`src/rtl/decoder_scan_seq.sv`:
```
// decoder_scan_seq: registered SEL_W-to-OUT_W one-hot decoder with a DIRECT
// hold mode and a SCAN mode that walks the active line with a programmable
// dwell per position. Loads use a sel_valid/sel_ready handshake.
//
// Build option: DECODER_ACTIVE_LOW_EN inverts out (active line driven low,
// idle/reset value all ones) for direct use on active-low chip selects.
//
// state     | meaning
// ----------+------------------------------------------------------------
// ST_IDLE   | no line driven, waiting for a load
// ST_DIRECT | holding the loaded line; further loads accepted
// ST_SCAN   | walking the active line; loads blocked until en drops

module decoder_scan_seq #(
    parameter int SEL_W   = 4,
    parameter int OUT_W   = 16,
    parameter int DWELL_W = 8
) (
    input  logic               clk,
    input  logic               rst,
    input  logic               en,
    input  logic               mode,
    input  logic [SEL_W-1:0]   sel_in,
    input  logic               sel_valid,
    output logic               sel_ready,
    input  logic [DWELL_W-1:0] dwell,
    output logic [OUT_W-1:0]   out,
    output logic [SEL_W-1:0]   cur_sel,
    output logic               busy,
    output logic               wrap,
    output logic               err
);

    typedef enum logic [1:0] {
        ST_IDLE   = 2'd0,
        ST_DIRECT = 2'd1,
        ST_SCAN   = 2'd2
    } state_t;

    // One extra bit so the range check also works when OUT_W == 2**SEL_W.
    localparam logic [SEL_W:0]   OUT_W_EXT = (SEL_W + 1)'(OUT_W);
    localparam logic [SEL_W-1:0] LAST_IDX  = SEL_W'(OUT_W - 1);

    state_t               state_q, state_d;
    logic [OUT_W-1:0]     out_q, out_d;
    logic [SEL_W-1:0]     cur_sel_q, cur_sel_d;
    logic [DWELL_W-1:0]   dwell_cnt_q, dwell_cnt_d;
    logic [DWELL_W-1:0]   dwell_rld_q, dwell_rld_d;
    logic                 wrap_q, wrap_d;
    logic                 err_q, err_d;

    logic                 hs;
    logic                 sel_ok;
    logic                 at_last;
    logic                 dwell_zero;
    logic [SEL_W-1:0]     next_idx;

    // Decode by explicit compare so an index >= OUT_W can never set a bit.
    function automatic logic [OUT_W-1:0] decode(input logic [SEL_W-1:0] idx);
        logic [OUT_W-1:0] v;
        v = '0;
        for (int i = 0; i < OUT_W; i++) begin
            if ({1'b0, idx} == (SEL_W + 1)'(i)) begin
                v[i] = 1'b1;
            end
        end
        return v;
    endfunction

    assign sel_ready  = en && (state_q != ST_SCAN);
    assign hs         = sel_valid && sel_ready;
    assign sel_ok     = ({1'b0, sel_in} < OUT_W_EXT);
    assign at_last    = (cur_sel_q == LAST_IDX);
    assign next_idx   = at_last ? '0 : (cur_sel_q + SEL_W'(1));
    assign dwell_zero = (dwell_cnt_q == '0);

    // State register with synchronous reset.
    always_ff @(posedge clk) begin
        if (rst) begin
            state_q <= ST_IDLE;
        end else begin
            state_q <= state_d;
        end
    end

    // Next-state: en low always returns to IDLE; rejected loads do not move.
    always_comb begin
        state_d = state_q;
        if (!en) begin
            state_d = ST_IDLE;
        end else begin
            case (state_q)
                ST_IDLE, ST_DIRECT: begin
                    if (hs && sel_ok) begin
                        state_d = mode ? ST_SCAN : ST_DIRECT;
                    end
                end
                ST_SCAN: begin
                    state_d = ST_SCAN;
                end
                default: begin
                    state_d = ST_IDLE;
                end
            endcase
        end
    end

    // Output/datapath next values: load, scan advance with dwell countdown.
    always_comb begin
        out_d       = out_q;
        cur_sel_d   = cur_sel_q;
        dwell_cnt_d = dwell_cnt_q;
        dwell_rld_d = dwell_rld_q;
        wrap_d      = 1'b0;
        err_d       = 1'b0;
        if (!en) begin
            out_d       = '0;
            dwell_cnt_d = '0;
        end else begin
            case (state_q)
                ST_IDLE, ST_DIRECT: begin
                    if (hs) begin
                        if (sel_ok) begin
                            cur_sel_d = sel_in;
                            out_d     = decode(sel_in);
                            if (mode) begin
                                dwell_cnt_d = dwell;
                                dwell_rld_d = dwell;
                            end
                        end else begin
                            err_d = 1'b1;
                        end
                    end
                end
                ST_SCAN: begin
                    if (dwell_zero) begin
                        cur_sel_d   = next_idx;
                        out_d       = decode(next_idx);
                        dwell_cnt_d = dwell_rld_q;
                        wrap_d      = at_last;
                    end else begin
                        dwell_cnt_d = dwell_cnt_q - DWELL_W'(1);
                    end
                end
                default: begin
                    out_d       = '0;
                    dwell_cnt_d = '0;
                end
            endcase
        end
    end

    // Datapath registers with synchronous reset.
    always_ff @(posedge clk) begin
        if (rst) begin
            out_q       <= '0;
            cur_sel_q   <= '0;
            dwell_cnt_q <= '0;
            dwell_rld_q <= '0;
            wrap_q      <= 1'b0;
            err_q       <= 1'b0;
        end else begin
            out_q       <= out_d;
            cur_sel_q   <= cur_sel_d;
            dwell_cnt_q <= dwell_cnt_d;
            dwell_rld_q <= dwell_rld_d;
            wrap_q      <= wrap_d;
            err_q       <= err_d;
        end
    end

    assign cur_sel = cur_sel_q;
    assign busy    = (state_q != ST_IDLE);
    assign wrap    = wrap_q;
    assign err     = err_q;

`ifdef DECODER_ACTIVE_LOW_EN
    assign out = ~out_q;
`else
    assign out = out_q;
`endif

endmodule

```
`config.mk`:
```
export PLATFORM = sky130hd
export DESIGN_NAME = decoder_scan_seq
export DESIGN_NICKNAME = d
export VERILOG_FILES = /design/src/rtl/decoder_scan_seq.sv
export SDC_FILE = /design/constraint.sdc
export NUM_CORES = 1
export LEC_CHECK = 0
export ABC_AREA = 1
export CAP_MARGIN = 30
export CORE_AREA = 2 2 66 68
export CTS_BUF_LIST = sky130_fd_sc_hd__clkbuf_8
export DETAILED_ROUTE_END_ITERATION = 6
export DIE_AREA = 0 0 68 70
export PLACE_DENSITY = 0.81
export SYNTH_ARGS = -nofsm -noshare
export SYNTH_HDL_FRONTEND = slang
export SYNTH_SLANG_ARGS = --single-unit
```
`constraint.sdc`:
```
create_clock -name clk -period 1.8 [get_ports clk]
set_input_delay 0.36 -clock clk [delete_from_list [all_inputs] [get_ports clk]]
set_output_delay 0.36 -clock clk [all_outputs]
set_load 0.01 [all_outputs]
```
After elaboration in Yosys (flattened, before gate mapping)
Index checks and enable logic that the tools add are counted.
{ "totals": {"elab_cells": 109, "out_inout_bits": 24, "reg_bits": 39, "input_bits": 17} }
{ "classes": {"eq_ne": 37, "bitwise_logic": 3, "n_reduce_logical": 15, "mux": 46, "n_addsub": 2} }
{ "op_table": {"columns": ["operator", "count"], "rows": [
  ["4-bit equality test (second input constant)", 17],
  ["4-bit by 3-bit equality test with 1-bit output (second input constant)", 8],
  ["1-bit 2-to-1 mux", 32],
  ["16-bit 2-to-1 mux", 2],
  ["16-bit case mux with 2 select lines", 1],
  ["8-bit 2-to-1 mux", 3],
  ["4-bit by 2-bit equality test with 1-bit output (second input constant)", 4],
  ["8-bit case mux with 2 select lines", 1],
  ["4-bit 2-to-1 mux", 3],
  ["4-bit by 1-bit equality test with 1-bit output (second input constant)", 2],
  ["4-bit logical NOT", 2],
  ["8-bit logical NOT", 1],
  ["2-bit inequality test (second input constant)", 4],
  ["4-bit case mux with 2 select lines", 1],
  ["4-bit AND reduction", 2],
  ["8-bit by 1-bit subtractor with 8-bit output (second input constant)", 1],
  ["4-bit by 1-bit adder with 4-bit output (second input constant)", 1],
  ["2-bit 2-to-1 mux", 2],
  ["2-bit case mux with 2 select lines", 1],
  ["2-bit AND reduction", 2],
  ["2-bit nonzero test", 2],
  ["2-bit OR reduction", 2],
  ["4-bit OR reduction", 1],
  ["1-bit NOT", 3],
  ["other kinds (4)", 5]
]} }

Logic depth before layout (Yosys ltp)
Gate-level depths: netlist of the first run.
{ "logic_depth": {"depth_word": 6, "mapped_depth": 12, "ltp_nobuf": 12} }

Worst setup path before layout of the first run
Ideal clock, no wire load.
{ "synth_path": {"path_type": "register to register", "start": "reg dwell_cnt_q[0]", "end": "reg out_q[13], in the netlist out[13]", "setup_slack_ps": 260, "arrival_time_ps": 1396, "setup_time_ps": 143, "n_path_buf": 1, "period_less_slack_ps": 1540, "stages_incl_launch_ff": 13, "required_time_ps": 1657, "cell_sequence": "dfxtp_1 -> inv_1 -> ha_1 -> nand2_2 -> nor2_4 -> nand2_4 -> nand2_4 -> inv_6 -> nor2_8 -> inv_6 -> buf_12 -> nand2_2 -> a21oi_2"} }
{ "synth_via": {"elab_chain_cells": 3} }
{ "synth_rtl": {"columns": ["item", "line", "rtl"], "rows": [
  ["start: declaration", "47", "logic [DWELL_W-1:0] dwell_cnt_q, dwell_cnt_d;"],
  ["start signal: assignment", "165", "dwell_cnt_q <= dwell_cnt_d;"],
  ["8-bit logical NOT", "75", "assign dwell_zero = (dwell_cnt_q == '0);"],
  ["2-bit inequality test (no source line)", null, null],
  ["2-bit AND reduction (no source line)", null, null],
  ["end signal: assignment", "163", "out_q <= out_d;"],
  ["end: declaration", "45", "logic [OUT_W-1:0] out_q, out_d;"]
]} }
Every way passes these cells.
A chain may end at the register's enable or synchronous reset.

Final worst setup path of the first run
{ "layout_path": {"start": "reg state_q[1]", "end": "out busy"} }
{ "layout_via": {"elab_chain_cells": 1} }
{ "layout_rtl": {"columns": ["item", "line", "rtl"], "rows": [
  ["start: declaration", "44", "state_t state_q, state_d;"],
  ["start signal: assignment", "82", "state_q <= state_d;"],
  ["2-bit nonzero test", "173", "assign busy = (state_q != ST_IDLE);"],
  ["end: declaration", "29", "output logic busy,"]
]} }
Every way passes these cells.

==> run metrics, run 1 <==
pin count of the biggest net entering global routing 17; initial DRC count 144; Main synth FF type dfxtp_1; Buf/Inv on CP 2; worst endpoint data arrival time 1350 ps; vias 1989; Post-Syn Nets 314; Final TNS setup 0 ps; met1 Resource Use GR 0.289; initial core utilization 0.514; Clock Latency Late Sink 290 ps; #FFs+latches synth 39; Seq pwr share 0.516; cell taking the most area after synthesis dfxtp_1; syn_area_per_cell 7.25 µm²; Tightest Pin Transition 522 ps; CP Cell Sequence inv_1 -> nand2_1 -> clkdlybuf4s50_1; Tcrit/Tclk final 0.953; # clock sinks 39; Routed Antenna Nets 0; critical path peak fanout 4; clock share of power 0.325; Yosys cell types 34; Hold Fails Final Rpt 0; vias in the first global route 1799; Hold-fix buffers, CTS 0; Internal Dissipation 0.00126 W; die area 0.00476 mm²; final setup vio count 0; gr busiest metal met2; Net Sw Frac 0.273; WHS Path Cells 2; grt met3 use 0.0531; Via-to-Cell Ratio 5.04; DRC 0; DIE HEIGHT 70 µm; Tmin final 1710 ps; normalized max-slew margin 0.648; total track usage 0.219; H-tree depth 2; GRT Residual Overflow 0; Max clock buf depth 2; drt wl/cell 11.9 µm; Critical Path RT 1440 ps; most common cell in the netlist nand2_1; most instantiated cells after synthesis nand2_1 (84), dfxtp_1 (39), nor2_1 (28), nand3_1 (23); routability cong. 0.934; Yosys top cell area share 0.366; critical path's slowest cell clkdlybuf4s50_1; PwrDens 640 mW/mm²; Fmax achieved 583 MHz; total wire length 4.72 mm; max_cap viols 0; core area 0.00414 mm²; CP Capture Type output pin; final count of pins violating max slew 0; area grow syn2layout 27.1%; CTS root buf clkbuf_8; met2 Usage GRT 0.350; synth top area cells dfxtp_1 (37%), nand2_1 (15%), nand3_1 (5.4%), nor2_1 (4.9%), a21oi_2 (4.1%); # IOs 41; share of cells above drive strength 1 0.222; min-delay worst type reg -> reg; Crit path depth 3; DR pass1 iterations 4; Mapped Cells 294; Antenna diodes 0; share of flip-flops with an asynchronous set or reset 0; # port buffers 39; NetSw 0.000474 W; Peak VDD IR 328 µV; Layout Utilization 0.654; RSZ-0062 raised after global routing yes; yosys warns 0; initial antenna violation count 0; Largest stage delay, worst path 530 ps; Die W 68 µm; sequential area share after synthesis 0.366; Post-synth EDFFs 0; Crit path max-delay family buffers and inverters; Placement Rows 24; CTS buffer count 5; Combinational Power Share 0.160; CP Launch Type register; final net count 362; WS Path Type reg -> out; leakage dissipation 1.08 nW; Final Skew 4.88 ps; mapped cell area 0.00213 mm²; Reg clk slew, reported paths 70 ps; first-pass GRT wire length 8.04 mm; Worst Reg-to-Reg Cells 6; status complete, no violations; CTS tree done; post-DP HPWL 3.60 mm
[per-stage QoR]
stage | hold WS (ps) | total power [W] | cell area, µm² | worst slack [ps] | cells
after floorplan | 426 | 0.00109 | 2130 | 260 | 294
after global placement | 443 | 0.00118 | 2610 | -75.4 | 387
after detailed placement | 448 | 0.00119 | 2610 | -83.4 | 387
after CTS | 461 | 0.00174 | 2690 | 40.0 | 395
after global routing | 478 | 0.00183 | 2710 | -21.4 | 395
final | 459 | 0.00174 | 2710 | 85.2 | 395
[what timing repair did]
action	CTS	global route
setup buffers	0	0
endpoints found under the setup margin	2	18
resized for setup	2	7
pin swaps	0	0
[layout make-up]
cell class	instances	area, µm²
clock buffer	5	68.8
clock inverter	3	15.0
fill	381	1430
inverter	28	120
multi-input combinational	222	1200
sequential	39	786
tap	52	65.1
timing repair buffer	46	454
[registers in the layout, indices dropped and copies added, names as in the netlist]
register	flops
state_q	2
wrap	1
cur_sel	4
dwell_cnt_q	8
out	16
dwell_rld_q	8
[worst reg2reg max path, cell delays in order (launching register included)]
cell	delay [ps]
dfxtp_1	430
ha_1	240
xnor2_1	100
o21ai_0	450
nor2_1	180
nand2_1	110
a21oi_1	60
[cells by family (layout without fill, tap and decap cells)]
family                   after synthesis  after routing  share of synthesized area
AND/OR/NAND/NOR                      171            171                      0.399
other                                  1              1                    0.00176
buffers and inverters                 33             82                     0.0786
flip-flops                            39             39                      0.366
adder cells (fa/ha/maj)                3              3                     0.0176
XOR/XNOR                               3              3                     0.0123
AO/OA/AOI/OAI                         44             44                      0.124
[per-layer routing]
layer,part of all wire,wire length (µm)
met5,0,0
met4,0.015,72
met3,0.050,237
met2,0.48,2260
met1,0.46,2150
[power by group through the flow]
| stage | clock network (W) | registers (W) | logic, W |
|---|---|---|---|
| floorplan | 0 | 0.000915 | 0.000178 |
| global placement | 0 | 0.000914 | 0.000269 |
| detailed placement | 0 | 0.000915 | 0.000273 |
| CTS | 0.000574 | 0.000895 | 0.000273 |
| global route | 0.000623 | 0.000897 | 0.000306 |
| finish | 0.000564 | 0.000895 | 0.000277 |
[placed cells by master (no fill, tap or decap), types with 3 or more instances in the layout]
cell,netlist,final
clkdlybuf4s50_1,0,38
o21ai_0,15,15
nand2_4,3,3
nand3_1,23,22
o21ai_1,4,4
nand4_1,3,3
nand3_2,2,3
a21oi_2,10,10
nor2_4,4,5
clkinv_2,0,3
nor2_2,6,6
inv_1,15,15
nand2_2,13,14
dfxtp_1,39,37
nor2_1,28,27
inv_2,9,9
clkbuf_8,0,5
buf_4,1,6
a21oi_1,12,12
nand2_1,84,83
[worst paths after layout]
kind / start / end / slack, ps
setup reg to reg: cur_sel[1]$_SDFFE_PP0P_ / out[8]$_SDFFE_PP0P_ / 120
hold / removal: dwell_cnt_q[1]$_SDFFE_PP0P_ / dwell_cnt_q[1]$_SDFFE_PP0P_ / 460
hold reg to reg: dwell_cnt_q[1]$_SDFFE_PP0P_ / dwell_cnt_q[1]$_SDFFE_PP0P_ / 460
setup / recovery: state_q[1]$_SDFFE_PP0N_ / busy / 90
Note: power is estimated with default switching activity, not from simulation.
==> run 2, diff against run 1 <==
--- a/config.mk
+++ b/config.mk
@@ -7,11 +7,10 @@
 export LEC_CHECK = 0
 export ABC_AREA = 1
 export CAP_MARGIN = 30
-export CORE_AREA = 2 2 66 68
-export CTS_BUF_LIST = sky130_fd_sc_hd__clkbuf_8
+export CORE_AREA = 2 2 68 70
 export DETAILED_ROUTE_END_ITERATION = 6
-export DIE_AREA = 0 0 68 70
-export PLACE_DENSITY = 0.81
+export DIE_AREA = 0 0 70 72
+export PLACE_DENSITY = 0.77
 export SYNTH_ARGS = -nofsm -noshare
 export SYNTH_HDL_FRONTEND = slang
 export SYNTH_SLANG_ARGS = --single-unit
==> run 2 against run 1 <==
  * Design area is 1.8% higher
  * Via count is 2.5% lower
  * Total power rose by 17%
  * Routed wire length shrank 5.4%
  * Combinational power about the same
  * Worst hold slack improved by 4.2 ps
  * Critical endpoint unchanged
  * Core utilization shrank 0.70 points
  * Global-route usage fell by 2.4 points
  * Fmax about the same
  * Clock skew is 1.6 ps higher
  * Largest cell class unchanged
  * Sequential power hardly changed
==> run metrics, run 2 (synthesized netlist as in run 1, its figures left out) <==
first-pass GRT wire length 8.07 mm; Hold Fails Final Rpt 0; Net Sw Frac 0.233; DP Worst Slack -77.7 ps; CTS buffer count 5; Antenna diodes 0; fin cells 396; max_cap viols 0; Peak VDD IR 453 µV; Final Skew 6.44 ps; postcts setup bufs 0; vias 1940; H-tree depth 2; Critical Path RT 1440 ps; status complete, no violations; RSZ-0062 raised after global routing no; CTS root buf clkbuf_8; Tmin final 1710 ps; Via-to-Cell Ratio 4.90; final instance area 0.00276 mm²; # clock sinks 39; DIE HEIGHT 72 µm; share of cells above drive strength 1 0.218; die area 0.00504 mm²; Layout Utilization 0.647; pin count of the biggest net entering global routing 17; routability cong. 0.926; Fmax achieved 583 MHz; CTS tree done; NetSw 0.000473 W; vias in the first global route 1809; Routed Antenna Nets 0; # port buffers 39; drt wl/cell 11.3 µm; most frequent cells in the layout nand2_1 (83), clkdlybuf4s50_1 (38), dfxtp_1 (37), nor2_1 (27), nand3_1 (22); FILL cells 380; Critical Path Sink busy; final count of pins violating max slew 0; post-DP HPWL 3.48 mm; critical path's slowest cell clkdlybuf4s50_1; Reg clk slew, reported paths 80 ps; leakage dissipation 1.10 nW; dpl cell area 0.00261 mm²; Internal Dissipation 0.00155 W; CP Capture Type output pin; final net count 363; Tcrit/Tclk final 0.953; CP Cell Sequence inv_2 -> nand2_1 -> clkdlybuf4s50_1; number of flip-flops in the largest register 16; initial antenna violation count 0; initial DRC count 75; Hold-fix buffers, CTS 0; Worst Reg-to-Reg Cells 10; Max clock buf depth 2; commonest non-fill, non-tap cell in the layout nand2_1; CP startpoint state_q[0]$_SDFFE_PP0N_; initial core utilization 0.500; flop-to-flop setup slack 170 ps; Largest stage delay, worst path 530 ps; Die W 70 µm; PwrDens 734 mW/mm²; Reg area 786 µm²; Combinational Power Share 0.137; Placed Cells 388; area grow syn2layout 29.4%; worst r2r dst out[6]$_SDFFE_PP0P_; CP Launch Type register; area occupied by multi-input gates 0.00119 mm²; min-delay worst type reg -> reg; final setup vio count 0; Seq pwr share 0.442; critical path peak fanout 5; fin worst setup slack 85.2 ps; WS Path Type reg -> out; worst hold slack 464 ps; RR Startpoint dwell_cnt_q[0]$_SDFFE_PP0P_; total track usage 0.195; DR pass1 iterations 4; clock share of power 0.422; # IOs 41; Placement Rows 24; Clock Latency Late Sink 290 ps; DRC 0; total wire length 4.46 mm; core area 0.00426 mm²; GRT Residual Overflow 0; worst endpoint data arrival time 1350 ps
[run 2: final cells by class]
class | instances | share of cell area
multi-input combinational | 222 | 0.433
sequential | 39 | 0.285
timing repair buffer | 47 | 0.167
inverter | 28 | 0.0435
clock buffer | 6 | 0.0263
tap | 52 | 0.0236
clock inverter | 2 | 0.0218
[run 2: worst min-delay path by stage]
| stage | from | to | slack, ps | depth (start not counted) |
|---|---|---|---|---|
| 2_1_floorplan | dwell_cnt_q[1]$_SDFFE_PP0P_ | dwell_cnt_q[1]$_SDFFE_PP0P_ | 430 | 2 |
| 3_5_place_dp | dwell_cnt_q[1]$_SDFFE_PP0P_ | dwell_cnt_q[1]$_SDFFE_PP0P_ | 440 | 2 |
| 3_3_place_gp | dwell_cnt_q[1]$_SDFFE_PP0P_ | dwell_cnt_q[1]$_SDFFE_PP0P_ | 440 | 2 |
| 6_report | dwell_cnt_q[1]$_SDFFE_PP0P_ | dwell_cnt_q[1]$_SDFFE_PP0P_ | 460 | 2 |
| 5_1_grt | out[11]$_SDFFE_PP0P_ | out[11]$_SDFFE_PP0P_ | 490 | 2 |
| 4_1_cts | dwell_cnt_q[1]$_SDFFE_PP0P_ | dwell_cnt_q[1]$_SDFFE_PP0P_ | 460 | 2 |
[run 2: critical path, delay by kind of cell (launching register included)]
family,cells,cell delay (ps)
buf+inv,2,620
flops,1,360
simple gates,1,80
[run 2: metrics by stage]
stage	power [W]	TNS [ps]
final	0.00202	0
after global routing	0.00212	0
after CTS	0.00204	0
after detailed placement	0.00119	-104
after global placement	0.00119	-69.4
after floorplan	0.00109	0
[run 2: repair_timing]
item,4_1_cts,5_1_grt
setup endpoints to repair,2,8
pin swaps,0,0
resized for setup,2,5
[run 2: power groups by stage]
stage	Sequential (W)	Clock [W]	Combinational (W)
2_1_floorplan	0.000915	0	0.000178
3_3_place_gp	0.000914	0	0.000272
3_5_place_dp	0.000915	0	0.000275
4_1_cts	0.000895	0.000869	0.000275
5_1_grt	0.000897	0.000914	0.000308
6_report	0.000894	0.000854	0.000277
[run 2: metal layers]
metal | global-route usage | vias up | share of wire
li1 | - | 1037 | -
met4 | 0.0620 | 0 | 0.013
met1 | 0.269 | 853 | 0.49
met2 | 0.311 | 43 | 0.46
met5 | 0 | - | 0
met3 | 0.0389 | 7 | 0.039
==> run 3, diff against run 2 <==
--- a/config.mk
+++ b/config.mk
@@ -8,8 +8,10 @@
 export ABC_AREA = 1
 export CAP_MARGIN = 30
 export CORE_AREA = 2 2 68 70
+export CTS_BUF_LIST = sky130_fd_sc_hd__clkbuf_4 sky130_fd_sc_hd__clkbuf_8 sky130_fd_sc_hd__clkbuf_16
 export DETAILED_ROUTE_END_ITERATION = 6
 export DIE_AREA = 0 0 70 72
+export GPL_TIMING_DRIVEN = 1
 export PLACE_DENSITY = 0.77
 export SYNTH_ARGS = -nofsm -noshare
 export SYNTH_HDL_FRONTEND = slang
==> run 3 against run 2 <==
  * Sequential cell count is the same
  * Worst hold slack is essentially flat
  * Critical path depth is the same
  * Fmax is essentially flat
  * Setup slack is essentially flat
  * Sequential power is essentially flat
  * Register-to-register slack lost 20 ps
  * Routed wire length grew 0.11%
  * Largest cell class unchanged
  * Global-route usage is essentially flat
==> run metrics, run 3 (synthesized netlist as in run 1, its figures left out) <==
Reg clk slew, reported paths 80 ps; initial DRC count 72; CTS root buf clkbuf_8; area occupied by multi-input gates 0.00119 mm²; vias 1944; area grow syn2layout 29.6%; Hold-fix buffers, CTS 0; critical path peak fanout 5; initial core utilization 0.500; Die W 70 µm; Fmax achieved 583 MHz; # port buffers 39; total track usage 0.195; Final Skew 6.68 ps; DIE HEIGHT 72 µm; initial antenna violation count 0; worst endpoint data arrival time 1350 ps; DR pass1 iterations 4; DP Worst Slack -77.7 ps; Largest stage delay, worst path 530 ps; WHS Path Cells 2; CP Capture Type output pin; Crit path max-delay family buffers and inverters; final instance area 0.00276 mm²; flop-to-flop setup slack 150 ps; Final TNS setup 0 ps; Worst Reg-to-Reg Cells 10; die area 0.00504 mm²; Hold Startpoint dwell_cnt_q[1]$_SDFFE_PP0P_; Placement Rows 24; Max clock buf depth 2; FILL cells 382; WS Path Type reg -> out; Tmin final 1710 ps; status complete, no violations; PwrDens 738 mW/mm²; routability cong. 0.926; H-tree depth 2; DRC 0; RR Startpoint dwell_cnt_q[0]$_SDFFE_PP0P_; CP Launch Type register; CTS buffer count 5; RSZ-0062 raised after global routing no; CP Cell Sequence inv_2 -> nand2_1 -> clkdlybuf4s50_1; total wire length 4.47 mm; worst r2r dst out[10]$_SDFFE_PP0P_; Critical Path RT 1440 ps; CTS tree done; number of flip-flops in the largest register 16; pin count of the biggest net entering global routing 17; final setup vio count 0; hold-critical path endpoint dwell_cnt_q[1]$_SDFFE_PP0P_; vias in the first global route 1818; most frequent cells in the layout nand2_1 (83), clkdlybuf4s50_1 (38), dfxtp_1 (37), nor2_1 (27), nand3_1 (22); critical path's slowest cell clkdlybuf4s50_1; Hold Fails Final Rpt 0; dpl cell area 0.00261 mm²; post-DP HPWL 3.48 mm; Antenna diodes 0; share of cells above drive strength 1 0.221; Routed Antenna Nets 0; drt wl/cell 11.3 µm; commonest non-fill, non-tap cell in the layout nand2_1; final count of pins violating max slew 0; Buf/Inv on CP 2; Tcrit/Tclk final 0.953; final net count 363; first-pass GRT wire length 8.09 mm; leakage dissipation 1.10 nW; postcts setup bufs 0; max_cap viols 0; min-delay worst type reg -> reg; Via-to-Cell Ratio 4.91; fin worst setup slack 85.2 ps; core area 0.00426 mm²; Peak VDD IR 453 µV; Clock Latency Late Sink 290 ps; Reg area 786 µm²; # IOs 41; GRT Residual Overflow 0; # clock sinks 39
==> run 3: cell types whose count changed in the layout (fill, tap and decap cells not counted) <==
cell,change
clkbuf_1,-1
clkbuf_4,+1
==> run 3: layout make-up <==
class | count | area share
Clock buffer | 6 | 0.0276
Tap cell | 52 | 0.0236
Timing Repair Buffer | 47 | 0.167
Inverter | 28 | 0.0435
Multi-Input combinational cell | 222 | 0.432
Sequential cell | 39 | 0.284
Clock inverter | 2 | 0.0217
==> run 3: metal layers <==
layer,part of all wire,wire length (µm),GRT usage,up-vias
met5,0,0,0,-
met4,0.013,60,0.0620,0
met3,0.046,206,0.0389,7
met2,0.46,2050,0.311,53
met1,0.48,2150,0.270,849
li1,-,-,-,1035
==> run 3: worst min-delay path, delay by kind of cell (launching register included) <==
family	cells	cell delay [ps]
flip-flops	1	320
AND/OR/NAND/NOR	2	110
==> run 3: stage by stage <==
| step | total power, W | std cells | util | hold WS, ps |
|---|---|---|---|---|
| 2_1_floorplan | 0.00109 | 294 | - | 426 |
| 3_3_place_gp | 0.00119 | 388 | 0.613 | 442 |
| 3_5_place_dp | 0.00119 | 388 | 0.613 | 443 |
| 4_1_cts | 0.00205 | 396 | 0.645 | 460 |
| 5_1_grt | 0.00213 | 396 | 0.648 | 487 |
| 6_report | 0.00204 | 396 | 0.648 | 464 |
==> run 3: timing repair <==
action,in CTS,in global routing
pin swaps,0,0
resized for setup,2,5
endpoints found under the setup margin,2,7
hold endpoints to repair,0,0
==> run 3: worst max-delay path by stage <==
stage / from / to / slack, ps / cells past startpoint
5_1_grt: state_q[0]$_SDFFE_PP0N_ / busy / 20 / 3
6_report: state_q[0]$_SDFFE_PP0N_ / busy / 90 / 3
4_1_cts: state_q[1]$_SDFFE_PP0N_ / busy / 50 / 3
2_1_floorplan: dwell_cnt_q[0]$_SDFFE_PP0P_ / out[13]$_SDFFE_PP0P_ / 260 / 12
3_3_place_gp: en / sel_ready / -70 / 4
3_5_place_dp: en / sel_ready / -80 / 4
==> run 3: power by group <==
group	internal, W	total [W]	switching (W)	leakage [nW]
Combinational	0.000118	0.000277	0.000158	0.717
Clock	0.000569	0.000869	0.000300	0.0688
Sequential	0.000879	0.000894	0.0000148	0.317
Total	0.00157	0.00204	0.000473	1.10
